[src/rtl/rca_seq_pkg.sv]
// Shared constants, state type and index-width helper for the multi-byte
// ripple-carry sequencer.
package rca_seq_pkg;

  localparam int BYTE_W = 8;

  typedef enum logic [1:0] {
    IDLE = 2'd0,
    RUN  = 2'd1,
    DONE = 2'd2
  } state_e;

  // Width of the byte index; never narrower than one bit so WORDS=1 still builds.
  function automatic int idx_w(input int words);
    return (words <= 1) ? 1 : $clog2(words);
  endfunction

endpackage

[src/rtl/rca8_core.sv]
// Purely combinational 8-bit ripple-carry adder: eight chained full-adder cells.
module rca8_core
  import rca_seq_pkg::*;
(
  input  logic [BYTE_W-1:0] x,
  input  logic [BYTE_W-1:0] y,
  input  logic              ci,
  output logic [BYTE_W-1:0] s,
  output logic              co
);

  logic [BYTE_W:0] c;

  assign c[0] = ci;

  generate
    for (genvar gi = 0; gi < BYTE_W; gi++) begin : g_fa
      assign s[gi]   = x[gi] ^ y[gi] ^ c[gi];
      assign c[gi+1] = (x[gi] & y[gi]) | (c[gi] & (x[gi] ^ y[gi]));
    end
  endgenerate

  assign co = c[BYTE_W];

endmodule

[src/rtl/rca_seq_ctrl.sv]
// Multi-precision add front end: one byte per clock through a single rca8_core,
// LSB first. Define RCA_SUB_EN to add the op port and A-B subtraction.
module rca_seq_ctrl
  import rca_seq_pkg::*;
#(
  parameter int WORDS = 4
) (
  input  logic                  clk,
  input  logic                  rst_n,
  input  logic                  in_valid,
  output logic                  in_ready,
  input  logic [BYTE_W*WORDS-1:0] a,
  input  logic [BYTE_W*WORDS-1:0] b,
  input  logic                  cin,
`ifdef RCA_SUB_EN
  input  logic                  op,
`endif
  output logic                  out_valid,
  input  logic                  out_ready,
  output logic [BYTE_W*WORDS-1:0] sum,
  output logic                  cout,
  output logic                  busy
);

  localparam int W     = BYTE_W * WORDS;
  localparam int IDX_W = idx_w(WORDS);
  localparam logic [IDX_W-1:0] LAST_IDX = IDX_W'(WORDS - 1);

  state_e            state_q;
  logic [W-1:0]      a_q;
  logic [W-1:0]      b_q;
  logic [W-1:0]      sum_q;
  logic              carry_q;
  logic              cout_q;
  logic [IDX_W-1:0]  idx_q;
  logic              carry_init_d;

  logic [BYTE_W-1:0] core_x;
  logic [BYTE_W-1:0] core_y;
  logic [BYTE_W-1:0] core_s;
  logic              core_co;

  assign core_x = a_q[idx_q*BYTE_W +: BYTE_W];

`ifdef RCA_SUB_EN
  logic sub_q;
  // Two's-complement subtract: invert B at the core and seed the carry with 1.
  assign core_y       = b_q[idx_q*BYTE_W +: BYTE_W] ^ {BYTE_W{sub_q}};
  assign carry_init_d = op ? 1'b1 : cin;
`else
  assign core_y       = b_q[idx_q*BYTE_W +: BYTE_W];
  assign carry_init_d = cin;
`endif

  rca8_core u_core (
    .x  (core_x),
    .y  (core_y),
    .ci (carry_q),
    .s  (core_s),
    .co (core_co)
  );

  always_ff @(posedge clk or negedge rst_n) begin
    if (!rst_n) begin
      state_q <= IDLE;
      a_q     <= '0;
      b_q     <= '0;
      sum_q   <= '0;
      carry_q <= 1'b0;
      cout_q  <= 1'b0;
      idx_q   <= '0;
`ifdef RCA_SUB_EN
      sub_q   <= 1'b0;
`endif
    end else begin
      case (state_q)
        IDLE: begin
          if (in_valid) begin
            a_q     <= a;
            b_q     <= b;
            carry_q <= carry_init_d;
            idx_q   <= '0;
`ifdef RCA_SUB_EN
            sub_q   <= op;
`endif
            state_q <= RUN;
          end
        end
        RUN: begin
          sum_q[idx_q*BYTE_W +: BYTE_W] <= core_s;
          carry_q <= core_co;
          if (idx_q == LAST_IDX) begin
            cout_q  <= core_co;
            idx_q   <= '0;
            state_q <= DONE;
          end else begin
            idx_q <= idx_q + 1'b1;
          end
        end
        DONE: begin
          if (out_ready) state_q <= IDLE;
        end
        default: state_q <= IDLE;
      endcase
    end
  end

  // Handshake flags depend only on the registered state.
  assign in_ready  = (state_q == IDLE);
  assign out_valid = (state_q == DONE);
  assign busy      = (state_q == RUN) || (state_q == DONE);
  assign sum       = sum_q;
  assign cout      = cout_q;

endmodule

[config.mk]
export PLATFORM = sky130hd
export DESIGN_NAME = rca_seq_ctrl
export DESIGN_NICKNAME = d
export VERILOG_FILES = /design/src/rtl/rca_seq_pkg.sv /design/src/rtl/rca8_core.sv /design/src/rtl/rca_seq_ctrl.sv
export SDC_FILE = /design/constraint.sdc
export NUM_CORES = 1
export LEC_CHECK = 0
export CORE_UTILIZATION = 52
export CTS_BUF_LIST = sky130_fd_sc_hd__clkbuf_4
export DETAILED_ROUTE_END_ITERATION = 8
export GPL_TIMING_DRIVEN = 0
export PLACE_DENSITY_LB_ADDON = 0.08
export SLEW_MARGIN = 40
export SYNTH_ARGS = -nofsm -noshare
export SYNTH_HDL_FRONTEND = slang
export SYNTH_SLANG_ARGS = --single-unit
export TNS_END_PERCENT = 50
[constraint.sdc]
create_clock -name clk -period 5 [get_ports clk]
set_input_delay 0.5 -clock clk [delete_from_list [all_inputs] [get_ports clk]]
set_output_delay 0.5 -clock clk [all_outputs]
set_load 0.01 [all_outputs]
==> impl_metrics.csv, run 1 <==
group,metric,value,unit
run_status,status,"finished, final reports clean",
global_route,grt_pass1_vias,3023,
worst_setup_path,r2r_cells,13,
floorplan,initial_core_util,54.4,%
placement,routabilityCongestion,0.779,
flow_run,drv_cap,0,
logic_synthesis,synthMuxAreaShare,24.3,%
logic_synthesis,yosysMostFrequentCell,"dfrtp_1",
floorplan,dieArea,9100,µm²
logic_synthesis,synth.avg_cell_area,15.4,µm²
global_route,gr-usage-all-layers,23.2,%
floorplan,die_h,95.4,µm
clock_network,cts_setup_buffers,0,
final_layout,num-nets-final,498,
clock_network,cts_root_buf,"clkbuf_4",
sta,post-route-min-period,4700,ps
final_layout,drive_gt1_share,24.8,%
placement,dp_slack,169,ps
clock_network,clk_path_buf_depth,2,
floorplan,die_w,95.4,µm
pwr,p_comb_share,52.9,%
logic_synthesis,synth_top_family_by_area,"multiplexers",
placement,dpl.hpwl,7010,µm
clock_network,numCtsBuffers,9,
worst_hold_path,hp-class,"in2async",
logic_synthesis,yosys-top-cells-area,"dfrtp_1 56%, mux2_2 13%, mux4_2 7.9%, a22o_1 5.0%, fa_1 3.5%",
clock_network,clock-sinks,102,
worst_setup_path,cp_common_cell,"fa_1",
logic_synthesis,yosys.area_share.simple,4.00,%
logic_synthesis,synth_compound_area_share,6.98,%
worst_setup_path,critPathLaunchType,"flop",
detailed_routing,wirelength,9420,µm
logic_synthesis,synth_edf_count,0,
worst_setup_path,cp-end-kind,"flop",
floorplan,coreArea,8340,µm²
logic_synthesis,synth_largest_area_cell,"dfrtp_1",
floorplan,num_rows,33,
logic_synthesis,synth-seq-cells,102,
logic_synthesis,syn_area,4540,µm²
sta,min_period_over_period,94.0,%
logic_synthesis,synthXorXnorAreaFrac,0,%
pwr,power_density,654,nW/µm²
clock_network,worstSkewPairLatency,450,ps
pwr,switching_share,37.9,%
detailed_routing,dr_total_vias,2893,
logic_synthesis,yosys-top-cells-count,"102 x dfrtp_1, 54 x mux2_2, 26 x a22o_1",
pwr,seqPwrFrac,36.1,%
worst_setup_path,crit_required,5340,ps
sta,timing.hold.ws,510,ps
sta,maxSlewViolCount,0,
final_layout,area_delta_synth_final,29.7,%
final_layout,diodes,0,
sta,worstMarginPinSlew,638,ps
sta,postLayoutSetupSlackWorst,298,ps
worst_setup_path,worstSetupPathType,"reg2reg",
sta,timing.slew.headroom,57.4,%
logic_synthesis,ys_seq_area_share,56.2,%
pwr,pwr-share-clk,11.0,%
placement,portBuffers,104,
global_route,grt_max_degree,58,
sta,max_freq,213,MHz
logic_synthesis,synthFlopType,"dfrtp_1",
global_route,antenna_found_initial,0,
logic_synthesis,synth_cell_types,28,
worst_setup_path,crit_fanout,10,
pwr,internal_power,2.39,mW
global_route,grt_pass1_wl,15400,µm
logic_synthesis,syn_inst,295,
global_route,gr-total-overflow,0,
clock_network,clk_pin_slew_worst_paths,160,ps
final_layout,fin_area,5880,µm²
sta,setup_viol,0,
pwr,irDropWorstVdd,0.000271,V
logic_synthesis,syn_nets,381,
detailed_routing,vias_per_cell,5.55,
detailed_routing,postRouteAntennaNets,0,
pwr,p_leak,2.50,nW
logic_synthesis,yosysTopAreaCellShare,56.2,%
logic_synthesis,synthAdderAreaFrac,6.01,%
logic_synthesis,ys_warn_count,0,
detailed_routing,first_pass_iters,4,
worst_setup_path,slowest_stage,"mux4_2",
worst_setup_path,cpPeakStageDelay,560,ps
worst_setup_path,cp.arrival,5040,ps
detailed_routing,drtIter0Drc,82,
sta,finClkSkew,16.6,ps
sta,rsz0062_at_grt,"false",
floorplan,pin_count,105,
worst_setup_path,crit_chain,"buf_4, mux4_2, fa_1, fa_1, inv_1, fa_1, fa_1, inv_1, fa_1, fa_1, fa_1, fa_1, a22o_1",
clock_network,cts_tree,"built",
detailed_routing,drc_errors,0,
detailed_routing,wl_per_cell,18.1,µm
placement,placed_cell_area,5740,µm²
logic_synthesis,async_reset_ff_share,100,%
sta,hold_viol,0,
sta,setup_tns,0,ps
clock_network,cts_max_level,3,
pwr,p_switching,1.46,mW
pwr,p_total,3.85,mW
final timing paths:
kind,start,to,slack [ps]
worst max register to register,idx_q[0]$_DFFE_PN0P_,sum[23]$_DFFE_PN0P_,300
min in group clk,a_q[30]$_DFFE_PN0P_,a_q[30]$_DFFE_PN0P_,510
worst min-delay path,rst_n,sum[30]$_DFFE_PN0P_,510
worst max-delay path,idx_q[0]$_DFFE_PN0P_,sum[23]$_DFFE_PN0P_,300
max in group asynchronous,rst_n,idx_q[0]$_DFFE_PN0P_,3890
worst min register to register,a_q[30]$_DFFE_PN0P_,a_q[30]$_DFFE_PN0P_,510
what timing repair did:
item,4_1_cts,5_1_grt
endpoints found under the setup margin,0,1
endpoints found under the hold margin,45,0
resized for setup,0,1
hold buffers,1,0
cells by family (layout without fill, tap and decap cells):
group                      Yosys count  in the layout
buffers and inverters               26            147
and+or+nand+nor                     28             28
DFF                                102            102
adders and majority gates           17             17
muxes                               82             82
AOI/OAI and AO/OA                   40             40
power groups by stage:
stage          clock [mW]  sequential, mW  combinational (mW)
4_1_cts             0.430            1.39                2.05
3_5_place_dp            0            1.41                2.04
3_3_place_gp            0            1.39                2.01
6_report            0.424            1.39                2.03
5_1_grt             0.465            1.44                2.20
2_1_floorplan           0            1.38                1.37
cell type report:
cell class / instances / area (µm²)
Clock buffer: 9 / 67.6
Sequential cell: 102 / 2550
Fill cell: 606 / 2460
Tap cell: 105 / 131
Clock inverter: 6 / 62.6
Timing Repair Buffer: 106 / 1080
Inverter: 15 / 56.3
Multi-Input combinational cell: 167 / 1870
Buffer: 11 / 56.3
cells in the final DEF, fill, tap and decap left out, types with 2 or more instances in the layout:
cell type / instances
clkdlybuf4s50_1: 103
mux2_1: 11
or4b_1: 2
a22o_1: 26
inv_1: 15
nand2b_1: 4
buf_2: 9
clkbuf_4: 9
mux4_2: 16
a31oi_1: 4
ha_1: 9
clkinvlp_4: 2
mux2_2: 54
nand2_1: 14
dfrtp_1: 101
fa_1: 8
nor3_2: 2
o21ai_1: 6
stage by stage:
step           utilization (%)  instances
6_report                  70.6        521
3_3_place_gp              68.5        504
2_1_floorplan                -        295
4_1_cts                   70.5        521
5_1_grt                   70.6        521
3_5_place_dp              68.9        505
sequential cells by signal, indices dropped and copies added (netlist names):
register  count
a_q          32
b_q          32
carry_q       1
cout          1
idx_q         2
state_q       2
sum          32
critical path, delay by kind of cell, from the launching register on:
kind                       cells  cell delay, ps
DFF                            1             500
AOI/OAI and AO/OA              1             230
muxes                          1             560
adders and majority gates      8            2900
buffers and inverters          3             400
per-layer routing:
layer,wire [µm],GRT usage (%),part of all wire (%),vias to the layer above
li1,-,-,-,1313
met1,4050,31.1,43,1475
met2,4720,37.1,50,94
met3,500,5.26,5.3,11
met4,147,8.96,1.6,0
met5,0,0,0,-
Note: power is estimated with default switching activity, not from simulation.
==> run 2, diff against run 1 <==
--- a/config.mk
+++ b/config.mk
@@ -6,7 +6,7 @@
 export NUM_CORES = 1
 export LEC_CHECK = 0
 export CORE_UTILIZATION = 52
-export CTS_BUF_LIST = sky130_fd_sc_hd__clkbuf_4
+export CTS_BUF_LIST = sky130_fd_sc_hd__clkbuf_8
 export DETAILED_ROUTE_END_ITERATION = 8
 export GPL_TIMING_DRIVEN = 0
 export PLACE_DENSITY_LB_ADDON = 0.08
==> impl_metrics.csv, run 2 (synthesis results as in run 1) <==
group,metric,value,unit
final_layout,final_cell_mix,"103 x clkdlybuf4s50_1, 102 x dfrtp_1, 54 x mux2_2, 26 x a22o_1, 16 x mux4_2",
pwr,p_leak,2.53,nW
detailed_routing,wirelength,9410,µm
flow_run,drv_cap,0,
final_layout,multi_input_area,1870,µm²
clock_network,clk_pin_slew_worst_paths,100,ps
worst_hold_path,hp-class,"in2async",
clock_network,cts_root_buf,"clkbuf_8",
placement,routabilityCongestion,0.779,
final_layout,area_delta_synth_final,30.9,%
sta,maxSlewViolCount,0,
worst_setup_path,crit_fanout,10,
worst_setup_path,cpPeakStageDelay,560,ps
sta,setup_viol,0,
global_route,antenna_found_initial,0,
sta,finClkSkew,11.7,ps
floorplan,num_rows,33,
worst_setup_path,cp.arrival,5080,ps
floorplan,coreArea,8340,µm²
clock_network,cts_setup_buffers,0,
sta,worstMarginPinSlew,645,ps
clock_network,clk_path_buf_depth,2,
worst_setup_path,crit_required,5260,ps
sta,setup_tns,0,ps
sta,hold_viol,0,
worst_setup_path,crit_chain,"buf_4, mux4_2, fa_1, fa_1, inv_1, fa_1, fa_1, inv_1, fa_1, fa_1, fa_1, fa_1, a22o_1",
worst_setup_path,cp_common_cell,"fa_1",
global_route,gr-max-usage-layer,"met2",
sta,min_period_over_period,96.3,%
worst_setup_path,slowest_stage,"dfrtp_1",
detailed_routing,first_pass_iters,4,
worst_setup_path,r2r_end,"sum[15]$_DFFE_PN0P_",
floorplan,die_h,95.4,µm
global_route,met2_usage,37.1,%
floorplan,die_w,95.4,µm
worst_setup_path,cp-startpoint,"idx_q[0]$_DFFE_PN0P_",
worst_setup_path,regToRegStartpoint,"idx_q[0]$_DFFE_PN0P_",
sta,timing.hold.ws,1.29,ps
detailed_routing,dr_total_vias,2873,
clock_network,cts_max_level,3,
sta,max_freq,208,MHz
detailed_routing,wl_per_cell,18.1,µm
floorplan,pin_count,105,
final_layout,layout_commonest_cell,"clkdlybuf4s50_1",
clock_network,numCtsBuffers,9,
final_layout,final_util,71.2,%
worst_setup_path,cp-end-kind,"flop",
clock_network,worstSkewPairLatency,370,ps
final_layout,drive_gt1_share,24.8,%
global_route,grt_max_degree,58,
worst_setup_path,crit_family,"adder cells",
global_route,gr-usage-met1,31.0,%
global_route,grt_pass1_wl,15400,µm
detailed_routing,vias_per_cell,5.53,
run_status,status,"finished, final reports clean",
placement,dpl.hpwl,7010,µm
final_layout,diodes,0,
floorplan,dieArea,9100,µm²
worst_setup_path,critPathLaunchType,"flop",
clock_network,cts_tree,"built",
global_route,grtUsageMet3,5.02,%
final_layout,fillers,590,
worst_setup_path,crit_cells,13,
detailed_routing,drtIter0Drc,65,
placement,portBuffers,104,
global_route,gr-usage-all-layers,23.2,%
pwr,irDropWorstVdd,0.000276,V
final_layout,fin_cells,520,
sta,rsz0062_at_grt,"false",
detailed_routing,postRouteAntennaNets,0,
clock_network,cts_resized,0,
worst_setup_path,worstSetupPathType,"reg2reg",
final_layout,seq_area,2550,µm²
clock_network,clock-sinks,102,
worst_setup_path,regToRegSetupSlack,180,ps
sta,post-route-min-period,4820,ps
detailed_routing,drc_errors,0,
global_route,grt_pass1_vias,3033,
worst_setup_path,endpoint,"sum[15]$_DFFE_PN0P_",
pwr,power_density,667,nW/µm²
floorplan,initial_core_util,54.4,%
worst_setup_path,crit_buf_inv,3,
final_layout,num-nets-final,497,
placement,dp.cells,505,
global_route,gr-total-overflow,0,
worst_setup_path,r2r_cells,13,
clock_network,cts_hold_buf,0,
sta,timing.slew.headroom,56.9,%
-- run 2: cell types whose count changed in the layout (fill, tap and decap cells not counted), sizes merged --
cell,change
dlygate4sd3,-1
clkinv,-1
clkbuf,+1
-- run 2: worst min path at each step --
stage,startpoint,end,depth (start not counted)
6_report,rst_n,sum[30]$_DFFE_PN0P_,1
5_1_grt,rst_n,sum[30]$_DFFE_PN0P_,1
4_1_cts,rst_n,sum[30]$_DFFE_PN0P_,1
3_5_place_dp,rst_n,sum[30]$_DFFE_PN0P_,1
3_3_place_gp,b_q[25]$_DFFE_PN0P_,b_q[25]$_DFFE_PN0P_,1
2_1_floorplan,rst_n,a_q[0]$_DFFE_PN0P_,0
-- run 2: final cells by class --
| class | instances | area share (%) |
|---|---|---|
| Clock inverter | 5 | 0.990 |
| Buffer | 11 | 0.948 |
| Sequential cell | 102 | 43.0 |
| Timing Repair Buffer | 105 | 18.1 |
| Multi-Input combinational cell | 167 | 31.5 |
| Tap cell | 105 | 2.21 |
| Clock buffer | 10 | 2.32 |
| Inverter | 15 | 0.948 |
-- run 2: report_power, final --
group | internal [mW] | switching, mW | leakage, nW
clock network | 0.244 | 0.289 | 0.0948
logic | 1.05 | 0.982 | 1.17
registers | 1.19 | 0.201 | 1.26
-- run 2: per-stage QoR --
step	setup WS, ps	cell area [µm²]	power, mW
final	185	5940	3.96
after global routing	0.552	5940	4.22
after global placement	-336	5710	3.40
after floorplan	598	4540	2.75
after detailed placement	169	5740	3.45
after CTS	167	5940	3.98
-- run 2: layer usage --
metal  up-vias  share of wire [%]
li1       1314                  -
met1      1467                 44
met2        80                 50
met3        12                4.8
met4         0                1.8
met5         -                  0
